## src/rtl/plane_move_ctrl.sv

```systemverilog
// plane_move_ctrl: button-driven plane mover with debounce and frame-tick auto-repeat.
// Build option: define MOVE_REPEAT_EN to enable auto-repeat. Without it, each
// press gives exactly one move pulse.
//
// state  | meaning
// IDLE   | no valid direction request
// FIRST  | one-cycle issue state, move pulse is high
// DELAY  | counting ticks until the first auto-repeat
// REPEAT | counting ticks between auto-repeat moves
module plane_move_ctrl #(
  parameter int DB_CYCLES     = 16,
  parameter int REPEAT_DELAY  = 8,
  parameter int REPEAT_PERIOD = 2,
  parameter int STEP          = 4,
  parameter int X_MAX         = 620,
  parameter int Y_MAX         = 460,
  parameter int X_INIT        = 310,
  parameter int Y_INIT        = 400
) (
  input  logic       clk,
  input  logic       rst,
  input  logic       tick_i,
  input  logic       btn_l_i,
  input  logic       btn_r_i,
  input  logic       btn_u_i,
  input  logic       btn_d_i,
  output logic       move_en_o,
  output logic [1:0] dir_o,
  output logic [9:0] pos_x_o,
  output logic [9:0] pos_y_o,
  output logic       at_edge_o
);

  localparam int DBW  = $clog2(DB_CYCLES + 1);
  localparam int TMAX = (REPEAT_DELAY > REPEAT_PERIOD) ? REPEAT_DELAY : REPEAT_PERIOD;
  localparam int TW   = $clog2(TMAX + 1);
  localparam logic [10:0] STEP11 = 11'(STEP);
  localparam logic [9:0]  XMAX10 = 10'(X_MAX);
  localparam logic [9:0]  YMAX10 = 10'(Y_MAX);

  typedef enum logic [1:0] {IDLE, FIRST, DELAY, REPEAT} state_t;

  // Bit order matches the direction code: 0 UP, 1 DOWN, 2 LEFT, 3 RIGHT.
  logic [3:0] raw, sync1, sync2, db;
  logic [DBW-1:0] db_cnt [4];
  logic       req_valid;
  logic [1:0] req_dir;

  state_t          state_q, state_n;
  logic [TW-1:0]   tcnt_q, tcnt_n;
  logic [1:0]      dir_q, dir_n;
  logic            move_q, move_n;

  logic [9:0]  pos_x_q, pos_y_q, x_nxt, y_nxt;
  logic [10:0] x_dec, x_inc, y_dec, y_inc;
  logic        clip, at_edge_q;

  assign raw = {btn_r_i, btn_l_i, btn_d_i, btn_u_i};

  // Two-flop synchronizer for the asynchronous buttons.
  always_ff @(posedge clk) begin
    if (rst) begin
      sync1 <= '0;
      sync2 <= '0;
    end else begin
      sync1 <= raw;
      sync2 <= sync1;
    end
  end

  // Debounce: accept a new level after DB_CYCLES consecutive disagreeing cycles.
  always_ff @(posedge clk) begin
    for (int i = 0; i < 4; i++) begin
      if (rst) begin
        db[i]     <= 1'b0;
        db_cnt[i] <= '0;
      end else if (sync2[i] != db[i]) begin
        if (db_cnt[i] == DBW'(DB_CYCLES - 1)) begin
          db[i]     <= sync2[i];
          db_cnt[i] <= '0;
        end else begin
          db_cnt[i] <= db_cnt[i] + DBW'(1);
        end
      end else begin
        db_cnt[i] <= '0;
      end
    end
  end

  // A request is valid only with exactly one debounced button held.
  always_comb begin
    req_valid = 1'b1;
    req_dir   = 2'b00;
    case (db)
      4'b0001: req_dir = 2'b00;
      4'b0010: req_dir = 2'b01;
      4'b0100: req_dir = 2'b10;
      4'b1000: req_dir = 2'b11;
      default: req_valid = 1'b0;
    endcase
  end

  // FSM state, tick counter, latched direction and registered move pulse.
  always_ff @(posedge clk) begin
    if (rst) begin
      state_q <= IDLE;
      tcnt_q  <= '0;
      dir_q   <= 2'b00;
      move_q  <= 1'b0;
    end else begin
      state_q <= state_n;
      tcnt_q  <= tcnt_n;
      dir_q   <= dir_n;
      move_q  <= move_n;
    end
  end

  // Next-state logic. A change or repeat is held off for one cycle while the
  // pulse is high so two pulses can never be adjacent.
  always_comb begin
    state_n = state_q;
    tcnt_n  = tcnt_q;
    dir_n   = dir_q;
    move_n  = 1'b0;
    case (state_q)
      IDLE: begin
        tcnt_n = '0;
        if (req_valid) begin
          state_n = FIRST;
          dir_n   = req_dir;
          move_n  = 1'b1;
        end
      end
      FIRST: begin
        state_n = DELAY;
        tcnt_n  = '0;
      end
      DELAY, REPEAT: begin
        if (!req_valid) begin
          state_n = IDLE;
          tcnt_n  = '0;
        end else if (req_dir != dir_q) begin
          if (!move_q) begin
            state_n = FIRST;
            dir_n   = req_dir;
            move_n  = 1'b1;
            tcnt_n  = '0;
          end
        end else if (tick_i && !move_q) begin
          if (state_q == DELAY) begin
`ifdef MOVE_REPEAT_EN
            if (tcnt_q == TW'(REPEAT_DELAY - 1)) begin
              state_n = REPEAT;
              move_n  = 1'b1;
              tcnt_n  = '0;
            end else begin
              tcnt_n = tcnt_q + TW'(1);
            end
`else
            tcnt_n = tcnt_q;
`endif
          end else if (tcnt_q == TW'(REPEAT_PERIOD - 1)) begin
            move_n = 1'b1;
            tcnt_n = '0;
          end else begin
            tcnt_n = tcnt_q + TW'(1);
          end
        end
      end
      default: state_n = IDLE;
    endcase
  end

  // Saturating step in 11-bit arithmetic; a wrapped decrement shows in bit 10.
  always_comb begin
    x_dec = {1'b0, pos_x_q} - STEP11;
    x_inc = {1'b0, pos_x_q} + STEP11;
    y_dec = {1'b0, pos_y_q} - STEP11;
    y_inc = {1'b0, pos_y_q} + STEP11;
    x_nxt = pos_x_q;
    y_nxt = pos_y_q;
    clip  = 1'b0;
    case (dir_q)
      2'b00: begin
        clip  = y_dec[10];
        y_nxt = y_dec[10] ? 10'd0 : y_dec[9:0];
      end
      2'b01: begin
        clip  = (y_inc > {1'b0, YMAX10});
        y_nxt = clip ? YMAX10 : y_inc[9:0];
      end
      2'b10: begin
        clip  = x_dec[10];
        x_nxt = x_dec[10] ? 10'd0 : x_dec[9:0];
      end
      default: begin
        clip  = (x_inc > {1'b0, XMAX10});
        x_nxt = clip ? XMAX10 : x_inc[9:0];
      end
    endcase
  end

  // Position and edge flag update on each move pulse.
  always_ff @(posedge clk) begin
    if (rst) begin
      pos_x_q   <= 10'(X_INIT);
      pos_y_q   <= 10'(Y_INIT);
      at_edge_q <= 1'b0;
    end else if (move_q) begin
      pos_x_q   <= x_nxt;
      pos_y_q   <= y_nxt;
      at_edge_q <= clip;
    end
  end

  assign move_en_o = move_q;
  assign dir_o     = dir_q;
  assign pos_x_o   = pos_x_q;
  assign pos_y_o   = pos_y_q;
  assign at_edge_o = at_edge_q;

endmodule

```

## config.mk

```make
export PLATFORM = sky130hd
export DESIGN_NAME = plane_move_ctrl
export DESIGN_NICKNAME = d
export VERILOG_FILES = /design/src/rtl/plane_move_ctrl.sv
export SDC_FILE = /design/constraint.sdc
export NUM_CORES = 1
export LEC_CHECK = 0
export CORE_MARGIN = 5
export CORE_UTILIZATION = 30
export CTS_BUF_LIST = sky130_fd_sc_hd__clkbuf_8
export DETAILED_ROUTE_END_ITERATION = 12
export DONT_BUFFER_PORTS = 1
export PLACE_DENSITY = 0.44
export REMOVE_ABC_BUFFERS = 1
export SETUP_SLACK_MARGIN = 0.15
export SYNTH_ARGS = -nofsm -noshare
export SYNTH_HDL_FRONTEND = slang
export SYNTH_SLANG_ARGS = --single-unit
export TNS_END_PERCENT = 100
```

## constraint.sdc

```tcl
create_clock -name clk -period 2.4 [get_ports clk]
set_input_delay 0.6 -clock clk [delete_from_list [all_inputs] [get_ports clk]]
set_output_delay 0.6 -clock clk [all_outputs]
set_load 0.01 [all_outputs]
```

==> flow_summary.toml, run 1 <==
[floorplanning]
coreArea_mm2 = 0.0121
initial_core_util = 0.306
ios = 31
die_height_um = 121
fp-row-count = 40
die_area_mm2 = 0.0146
dieWidth_um = 121

[logic_synthesis]
synth_edf_count = 20
async_flop_share = 0
yosys_warnings = 0
postSynthCellCount = 442
ys_ff_latch = 59
synth.distinct_cells = 64
synthesis.area_mm2 = 0.00369
synth_seq_area_share = 0.374
post_synth.cell_area_avg_um2 = 8.35
yosys_most_used_dff = "dfxtp_1"

[worst_setup_path]
crit_type = "reg2reg"
start_kind = "flip-flop"
end_kind = "flip-flop"
required_ns = 2.67
cp.arrival_ns = 2.37
worstPathMaxFanout = 7

[placement]
port_buffers = 0
dp.cells = 620
place_congestion = 0.798
dpl.hpwl_um = 6270

[detailed_routing]
viasPerCell = 4.92
final_antenna_net_count = 0
first_pass_iters = 4
drt-initial-drc-count = 107
drc_errors = 0
wl_per_cell_um = 13.7
routed_wl_um = 8730
vias = 3132

[min_path]
hold_path.class = "in2reg"

[timing]
finClkSkew_ns = 0.00695
tightest_slew_ns = 0.580
period_needed_ns = 2.10
rsz0062_at_grt = "no"
setup_violations = 0
hold_viol = 0
relSlewSlack = 0.613
finalCritPeriodShare = 0.877
max_freq_mhz = 475
fin_tns_setup_ns = 0
drv_slew = 0

[global_routing]
grt_pass1_wl_um = 14700
grt_use_total = 0.126
overflow = 0
grt_max_degree = 37
grt_pass1_vias = 2982
antenna_found_initial = 0

[run]
max_cap_viol_count = 0

[power]
power.leakage_uw = 0.00155
ir_drop_mv = 0.191
cellPowerDensity_mw_per_mm2 = 484

[cells_and_area]
drive_above_1_share = 0.122
final_cells = 636
multi_input_area_mm2 = 0.00221
final_common_cell = "nor2_1"
fill_cells = 1264
area_growth_pct = 14.5
layout.nets = 486
final_cell_mix = "52 x nor2_1, 37 x dfxtp_1, 29 x nand2_1"
diodes = 0
regArea_mm2 = 0.00138

[clocking]
clkTransAtPathRegs_ns = 0.07
cts_resized = 0
cts_setup_buffers = 0
clock_latency_ns = 0.34
cts_made_buffers = 9
clockBufferDepth = 2
h-tree-depth = 3
cts_hold_buf = 0
clock_sinks = 59
cts-root-buf = "clkbuf_8"
cts_tree = "built"

[outcome]
status = "completed"
==> cell families (layout without fill, tap and decap cells) <==
group           count (synthesis)  count (layout)  share of synthesized area
mux                            10              10                     0.0278
flops                          59              59                      0.374
compound gates                100             100                      0.175
other cells                     2              23                    0.00203
fa+ha+maj                      16              16                     0.0542
xor+xnor                       21              21                     0.0498
buf+inv                        51              56                     0.0597
simple gates                  183             183                      0.258
==> power by group <==
part / internal [uW] / switching, uW / leakage (uW)
Sequential: 1060 / 16.1 / 0.000524
Combinational: 31.4 / 46.0 / 0.000935
Clock: 475 / 420 / 0.0000926
Total: 1560 / 482 / 0.00155
==> per-stage QoR <==
stage	cell area (um2)	setup WS [ns]	total power, uW	utilization	hold WS [ns]
final	4230	0.296	2050	0.350	0.316
after global placement	3990	0.266	1170	0.330	0.422
after global routing	4230	0.155	2150	0.350	0.274
after floorplan	3620	0.308	1150	-	0.414
after detailed placement	3990	0.221	1170	0.330	0.429
after CTS	4180	0.204	2090	0.346	0.295
==> synth_stat cells, types with 3 or more instances <==
cell	instances	area, um2
nor2_1	53	199
dfxtp_1	39	781
nand2_1	29	109
a21oi_1	26	130
o21ai_0	23	115
clkbuf_1	20	75.1
edfxtp_1	20	601
inv_1	19	71.3
nor3_1	17	85.1
ha_1	16	200
nor2b_1	14	87.6
xnor2_1	14	123
a31oi_1	13	81.3
nand3_1	12	60.1
mux2i_1	8	80.1
nand2b_1	8	50.1
or3_1	8	50.1
xor2_1	7	61.3
and2_1	5	31.3
and3_1	5	31.3
buf_2	5	25.0
buf_4	4	30.0
nor4_1	4	25.0
or2_2	4	25.0
or4_1	4	30.0
and4b_1	3	30.0
nand3b_1	3	22.5
nor3b_1	3	22.5
nor4b_1	3	26.3
o21bai_1	3	22.5
==> worst max-delay path: stages, from the launching register on <==
cell and delay [ns]:
dfxtp_1 0.52, nand4_1 0.25, mux2_2 0.33, o2bb2ai_1 0.22
a31oi_2 0.16, or2_2 0.34, a41oi_1 0.21
==> layout make-up <==
type | count | share of cell area
clock inverter | 7 | 0.0166
multi-input combinational | 353 | 0.524
inverter | 20 | 0.0178
sequential | 59 | 0.328
clock buffer | 9 | 0.0293
timing repair buffer | 20 | 0.0355
tap | 168 | 0.0497
==> final timing paths <==
path | start | to | slack (ns) | depth (start not counted)
worst max-delay path | pos_x_o[4] | pos_x_o[1] | 0.30 | 6
worst min-delay path | rst | db[2] | 0.32 | 1
worst max register to register | pos_x_o[4] | pos_x_o[1] | 0.30 | 6
worst min register to register | sync1[2] | sync2[2] | 0.43 | 1
==> state kept, by name, indices dropped and copies added (netlist names) <==
| register | cells |
|---|---|
| at_edge_o | 1 |
| db | 4 |
| db_cnt | 20 |
| dir_o | 2 |
| move_en_o | 1 |
| pos_x_o | 9 |
| pos_y_o | 8 |
| state_q | 2 |
| sync1 | 4 |
| sync2 | 4 |
| tcnt_q | 4 |
==> layer usage <==
layer	global-route usage	part of all wire	wire, um
met5	0	0	0
met3	0.0438	0.052	455
met4	0.0524	0.021	182
met1	0.156	0.47	4150
met2	0.198	0.45	3950
Power figures use the tool's default switching activity.
==> run 2: changes to the inputs <==
--- a/config.mk
+++ b/config.mk
@@ -10,9 +10,10 @@
 export CTS_BUF_LIST = sky130_fd_sc_hd__clkbuf_8
 export DETAILED_ROUTE_END_ITERATION = 12
 export DONT_BUFFER_PORTS = 1
-export PLACE_DENSITY = 0.44
+export PLACE_DENSITY = 0.45
 export REMOVE_ABC_BUFFERS = 1
 export SETUP_SLACK_MARGIN = 0.15
+export SLEW_MARGIN = 40
 export SYNTH_ARGS = -nofsm -noshare
 export SYNTH_HDL_FRONTEND = slang
 export SYNTH_SLANG_ARGS = --single-unit
==> constraint.sdc (replaced) <==
create_clock -name clk -period 1.9 [get_ports clk]
set_input_delay 0.475 -clock clk [delete_from_list [all_inputs] [get_ports clk]]
set_output_delay 0.475 -clock clk [all_outputs]
set_load 0.01 [all_outputs]
==> run 2 against run 1 <==
Effect of this change: core utilization grew 8.3 points; critical endpoint unchanged; register-to-register slack lost 0.31 ns; cell area grew 24%; clock skew shrank 0.0010 ns; global-route usage grew 1.1 points; the flow now finishes with violations (setup timing); total power grew 19%; cell count grew 11%; maximum frequency grew 9.7%; clock-buffer cell count is the same; combinational power grew 68%.
==> flow_summary.toml, run 2 (synthesized netlist as in run 1, its figures left out) <==
[floorplanning]
fp-row-count = 40
initial_core_util = 0.306
dieWidth_um = 121
die_area_mm2 = 0.0146
die_height_um = 121
coreArea_mm2 = 0.0121
ios = 31

[detailed_routing]
final_antenna_net_count = 0
first_pass_iters = 6
routed_wl_um = 9860
drt-initial-drc-count = 172
vias = 3444
viasPerCell = 4.87
wl_per_cell_um = 13.9
drc_errors = 0

[timing]
relSlewSlack = 0.669
finalCritPeriodShare = 1.01
hold_ws_ns = 0.199
max_freq_mhz = 522
period_needed_ns = 1.92
tightest_slew_ns = 0.490
hold_viol = 0
rsz0062_at_grt = "yes"
drv_slew = 0
fin_tns_setup_ns = -0.0219
worst_slack_ns = -0.0171
setup_violations = 2
finClkSkew_ns = 0.00593

[placement]
place_congestion = 0.824
dpl.hpwl_um = 6570
port_buffers = 0
dpl-instance-area_mm2 = 0.00441

[outcome]
failed_checks = "setup timing"
status = "finished with violations"

[clocking]
clock_latency_ns = 0.34
clock_sinks = 59
clkTransAtPathRegs_ns = 0.07
cts-root-buf = "clkbuf_8"
h-tree-depth = 3
cts_made_buffers = 9
clockBufferDepth = 2
cts_tree = "built"

[cells_and_area]
final_common_cell = "buf_4"
fill_cells = 1220
layout.nets = 557
diodes = 0
stdcell_area_mm2 = 0.00523
final_cell_mix = "83 x buf_4, 40 x nor2_1, 31 x dfxtp_1"
drive_above_1_share = 0.377
area_growth_pct = 41.7
max_flop_register = "db_cnt"
largest_register_ffs = 20

[global_routing]
grt_use_total = 0.137
antenna_found_initial = 0
grt_pass1_vias = 3344
grt_max_degree = 37
grt_pass1_wl_um = 16300
overflow = 0

[worst_setup_path]
r2r_cells = 9
r2r_start = "pos_x_o[3]"
cp.arrival_ns = 2.13
end_kind = "flip-flop"
crit_type = "reg2reg"
worstPathMaxFanout = 7
start_kind = "flip-flop"
required_ns = 2.11
reg2reg_slack_ns = -0.02
rr_endpoint = "pos_x_o[1]"

[min_path]
worstHoldEndpoint = "db[3]"
min-delay-start = "rst"
hold_path.class = "in2reg"
min_path_cells = 1

[run]
max_cap_viol_count = 0

[power]
ir_drop_mv = 0.241
cellPowerDensity_mw_per_mm2 = 466
power.leakage_uw = 0.00196
[run 2: cell count changes in the layout (fill, tap and decap cells not counted), moves of 5 or more]
cell,change
buf_4,+63
nor2_1,-12
nor2_2,+11
ha_1,-10
buf_6,+7
ha_2,+7
a21oi_1,-6
dfxtp_1,-6
o21ai_0,-6
a21oi_2,+5
[run 2: final cells by class]
cell class	count	area, um2	area share
clock buffer	9	124	0.0237
tap	168	210	0.0402
multi-input combinational	353	2660	0.509
clock inverter	7	36.3	0.00694
inverter	20	75.1	0.0144
sequential	59	1400	0.268
timing repair buffer	91	722	0.138
[run 2: per-stage QoR]
stage           util  std cells  setup WS (ns)  total power [uW]
3_3_place_gp   0.366        675         -0.170              1490
5_1_grt        0.434        707        -0.0773              2570
4_1_cts        0.413        698        -0.0188              2480
6_report       0.434        707        -0.0171              2440
3_5_place_dp   0.366        675         -0.227              1490
2_1_floorplan      -        432         -0.192              1450
[run 2: routing by layer]
layer / GRT usage / vias to the layer above / share of wire
met5: 0 / - / 0
met4: 0.0354 / 0 / 0.0073
met3: 0.0476 / 9 / 0.045
met2: 0.228 / 59 / 0.50
met1: 0.169 / 1639 / 0.45
li1: - / 1737 / -
[run 2: worst max-delay path, cell delays in order, from the launching register on]
cell      delay, ns
dfxtp_2        0.34
buf_6          0.14
ha_4           0.15
nor2b_4        0.14
nor4b_4        0.26
o211ai_1       0.13
buf_4          0.17
a31oi_4        0.17
or2_4          0.18
a41oi_2        0.11
[run 2: worst max path at each step]
stage,from,to,slack (ns)
finish,pos_x_o[3],pos_x_o[1],-0.02
global route,pos_x_o[3],at_edge_o,-0.08
CTS,pos_x_o[2],at_edge_o,-0.02
detailed placement,pos_x_o[2],pos_x_o[5],-0.23
global placement,pos_x_o[3],pos_x_o[1],-0.17
floorplan,pos_x_o[2],pos_x_o[5],-0.19
[run 2: power by group]
part / total (uW) / internal, uW / leakage, uW / switching, uW
clock: 960 / 453 / 0.0000813 / 506
sequential: 1350 / 1330 / 0.000527 / 19.5
combinational: 130 / 58.9 / 0.00135 / 70.7
[run 2: timing repair]
item / CTS / global route
setup buffers: 7 / 9
resized for setup: 75 / 52
pin swaps: 33 / 22
setup endpoints to repair: 38 / 44
hold buffers: 0 / 0
==> run 3: changes to the inputs <==
--- a/config.mk
+++ b/config.mk
@@ -7,7 +7,8 @@
 export LEC_CHECK = 0
 export CORE_MARGIN = 5
 export CORE_UTILIZATION = 30
-export CTS_BUF_LIST = sky130_fd_sc_hd__clkbuf_8
+export CTS_BUF_LIST = sky130_fd_sc_hd__clkbuf_16
+export CTS_CLUSTER_SIZE = 8
 export DETAILED_ROUTE_END_ITERATION = 12
 export DONT_BUFFER_PORTS = 1
 export PLACE_DENSITY = 0.45
==> run 3 against run 2 <==
Effect of this change: the run still ends with setup timing left; core utilization is 0.93 points higher; clock power is 49% higher; via count is 0.20% lower; sequential cell count stayed put; non-clock buffer count is 2 lower; wire length is 0.67% higher; global-route usage is 0.14 points higher; clock skew is 0.0012 ns lower; worst hold slack better by 0.019 ns; largest cell class unchanged; highest routed layer unchanged.
==> flow_summary.toml, run 3 (synthesized netlist as in run 1, its figures left out) <==
[outcome]
status = "finished with violations"
failed_checks = "setup timing"

[worst_setup_path]
required_ns = 2.09
end_kind = "flip-flop"
cp.arrival_ns = 2.12
max_stage_delay_ns = 0.33
start_kind = "flip-flop"
worstPathMaxFanout = 7
crit_type = "reg2reg"
cpMaxStageDelayCell = "dfxtp_2"
crit_chain = "buf_6, ha_4, nor2b_4, nor4b_4, o211ai_1, buf_4, a31oi_4, or2_4, a41oi_2"

[detailed_routing]
drc_errors = 0
drt-initial-drc-count = 193
routed_wl_um = 9920
wl_per_cell_um = 14.1
viasPerCell = 4.88
final_antenna_net_count = 0
first_pass_iters = 4
vias = 3437

[floorplanning]
fp-row-count = 40
ios = 31
die_height_um = 121
initial_core_util = 0.306
die_area_mm2 = 0.0146
dieWidth_um = 121
coreArea_mm2 = 0.0121

[clocking]
cts-root-buf = "clkbuf_16"
cts_made_buffers = 9
clkTransAtPathRegs_ns = 0.05
clockBufferDepth = 2
h-tree-depth = 3
cts_hold_buf = 0
clock_sinks = 59
cts_tree = "built"
clock_latency_ns = 0.33

[cells_and_area]
regArea_mm2 = 0.00140
final_cells = 705
multi_input_area_mm2 = 0.00268
stdcell_area_mm2 = 0.00534
diodes = 0
final_common_cell = "buf_4"
drive_above_1_share = 0.376
fill_cells = 1205
area_growth_pct = 44.7
final_cell_mix = "80 x buf_4, 41 x nor2_1, 31 x dfxtp_1"
largest_register_ffs = 20
layout.nets = 555
max_flop_register = "db_cnt"

[timing]
finClkSkew_ns = 0.00469
finalCritPeriodShare = 1.01
hold_viol = 0
period_needed_ns = 1.92
drv_slew = 0
rsz0062_at_grt = "yes"
setup_violations = 3
max_freq_mhz = 520
worst_slack_ns = -0.0234

[placement]
place_congestion = 0.824
dpl-instance-area_mm2 = 0.00441
dp.cells = 675
port_buffers = 0
dpl.hpwl_um = 6570

[global_routing]
grt_max_degree = 37
grt_pass1_vias = 3392
grt_pass1_wl_um = 16500
antenna_found_initial = 0
overflow = 0
grt_use_total = 0.138

[run]
max_cap_viol_count = 0

[power]
ir_drop_mv = 0.382
cellPowerDensity_mw_per_mm2 = 544
power.leakage_uw = 0.00200

[min_path]
hold_path.class = "in2reg"
run 3: cell types whose count changed in the layout (fill, tap and decap cells not counted), sizes merged:
cell  before  now
buf       91   89
run 3: path summary, 6_finish.rpt:
| check | startpoint | to | slack (ns) | depth (start not counted) |
|---|---|---|---|---|
| worst max-delay path | pos_x_o[3] | pos_x_o[1] | -0.02 | 9 |
| worst min-delay path | rst | db[3] | 0.22 | 1 |
| worst max register to register | pos_x_o[3] | pos_x_o[1] | -0.02 | 9 |
| worst min register to register | sync1[1] | sync2[1] | 0.44 | 1 |
run 3: repair_timing:
action,CTS,global route
pin swaps,35,18
gates resized for setup,77,51
setup buffers,8,6
setup endpoints to repair,36,45
run 3: metal layers:
metal | up-vias | wire [um] | part of all wire | GRT usage
li1 | 1730 | - | - | -
met1 | 1640 | 4450 | 0.45 | 0.168
met2 | 55 | 4920 | 0.50 | 0.237
met3 | 12 | 412 | 0.042 | 0.0401
met4 | 0 | 146 | 0.015 | 0.0411
met5 | - | 0 | 0 | 0
run 3: critical path, delay by kind of cell (launching register included):
kind                       cells  cell delay [ns]
AOI/OAI and AO/OA              3             0.41
DFF                            1             0.33
and+or+nand+nor                3             0.59
buffers and inverters          2             0.31
adders and majority gates      1             0.15
run 3: final cells by class:
type                    count  area share
multi-input cells         353       0.501
flip-flops and latches     59       0.262
repair buffers             89       0.135
clock buffers               9      0.0422
well taps                 168      0.0393
inverters                  20      0.0141
clock inverters             7     0.00679
run 3: where the power goes:
group / total (uW) / internal, uW / switching (uW)
clock: 1430 / 861 / 566
sequential: 1350 / 1330 / 19.5
combinational: 129 / 58.8 / 70.4
total: 2910 / 2250 / 656
run 3: through the flow:
| stage | hold WS (ns) | worst slack (ns) | util | total power (uW) | TNS [ns] |
|---|---|---|---|---|---|
| CTS | 0.202 | -0.0132 | 0.423 | 2950 | -0.0184 |
| detailed placement | 0.423 | -0.227 | 0.366 | 1490 | -1.79 |
| global route | 0.199 | -0.0736 | 0.443 | 3020 | -0.490 |
| global placement | 0.420 | -0.170 | 0.366 | 1490 | -1.15 |
| finish | 0.218 | -0.0234 | 0.443 | 2910 | -0.0256 |
| floorplan | 0.414 | -0.192 | - | 1450 | -1.68 |
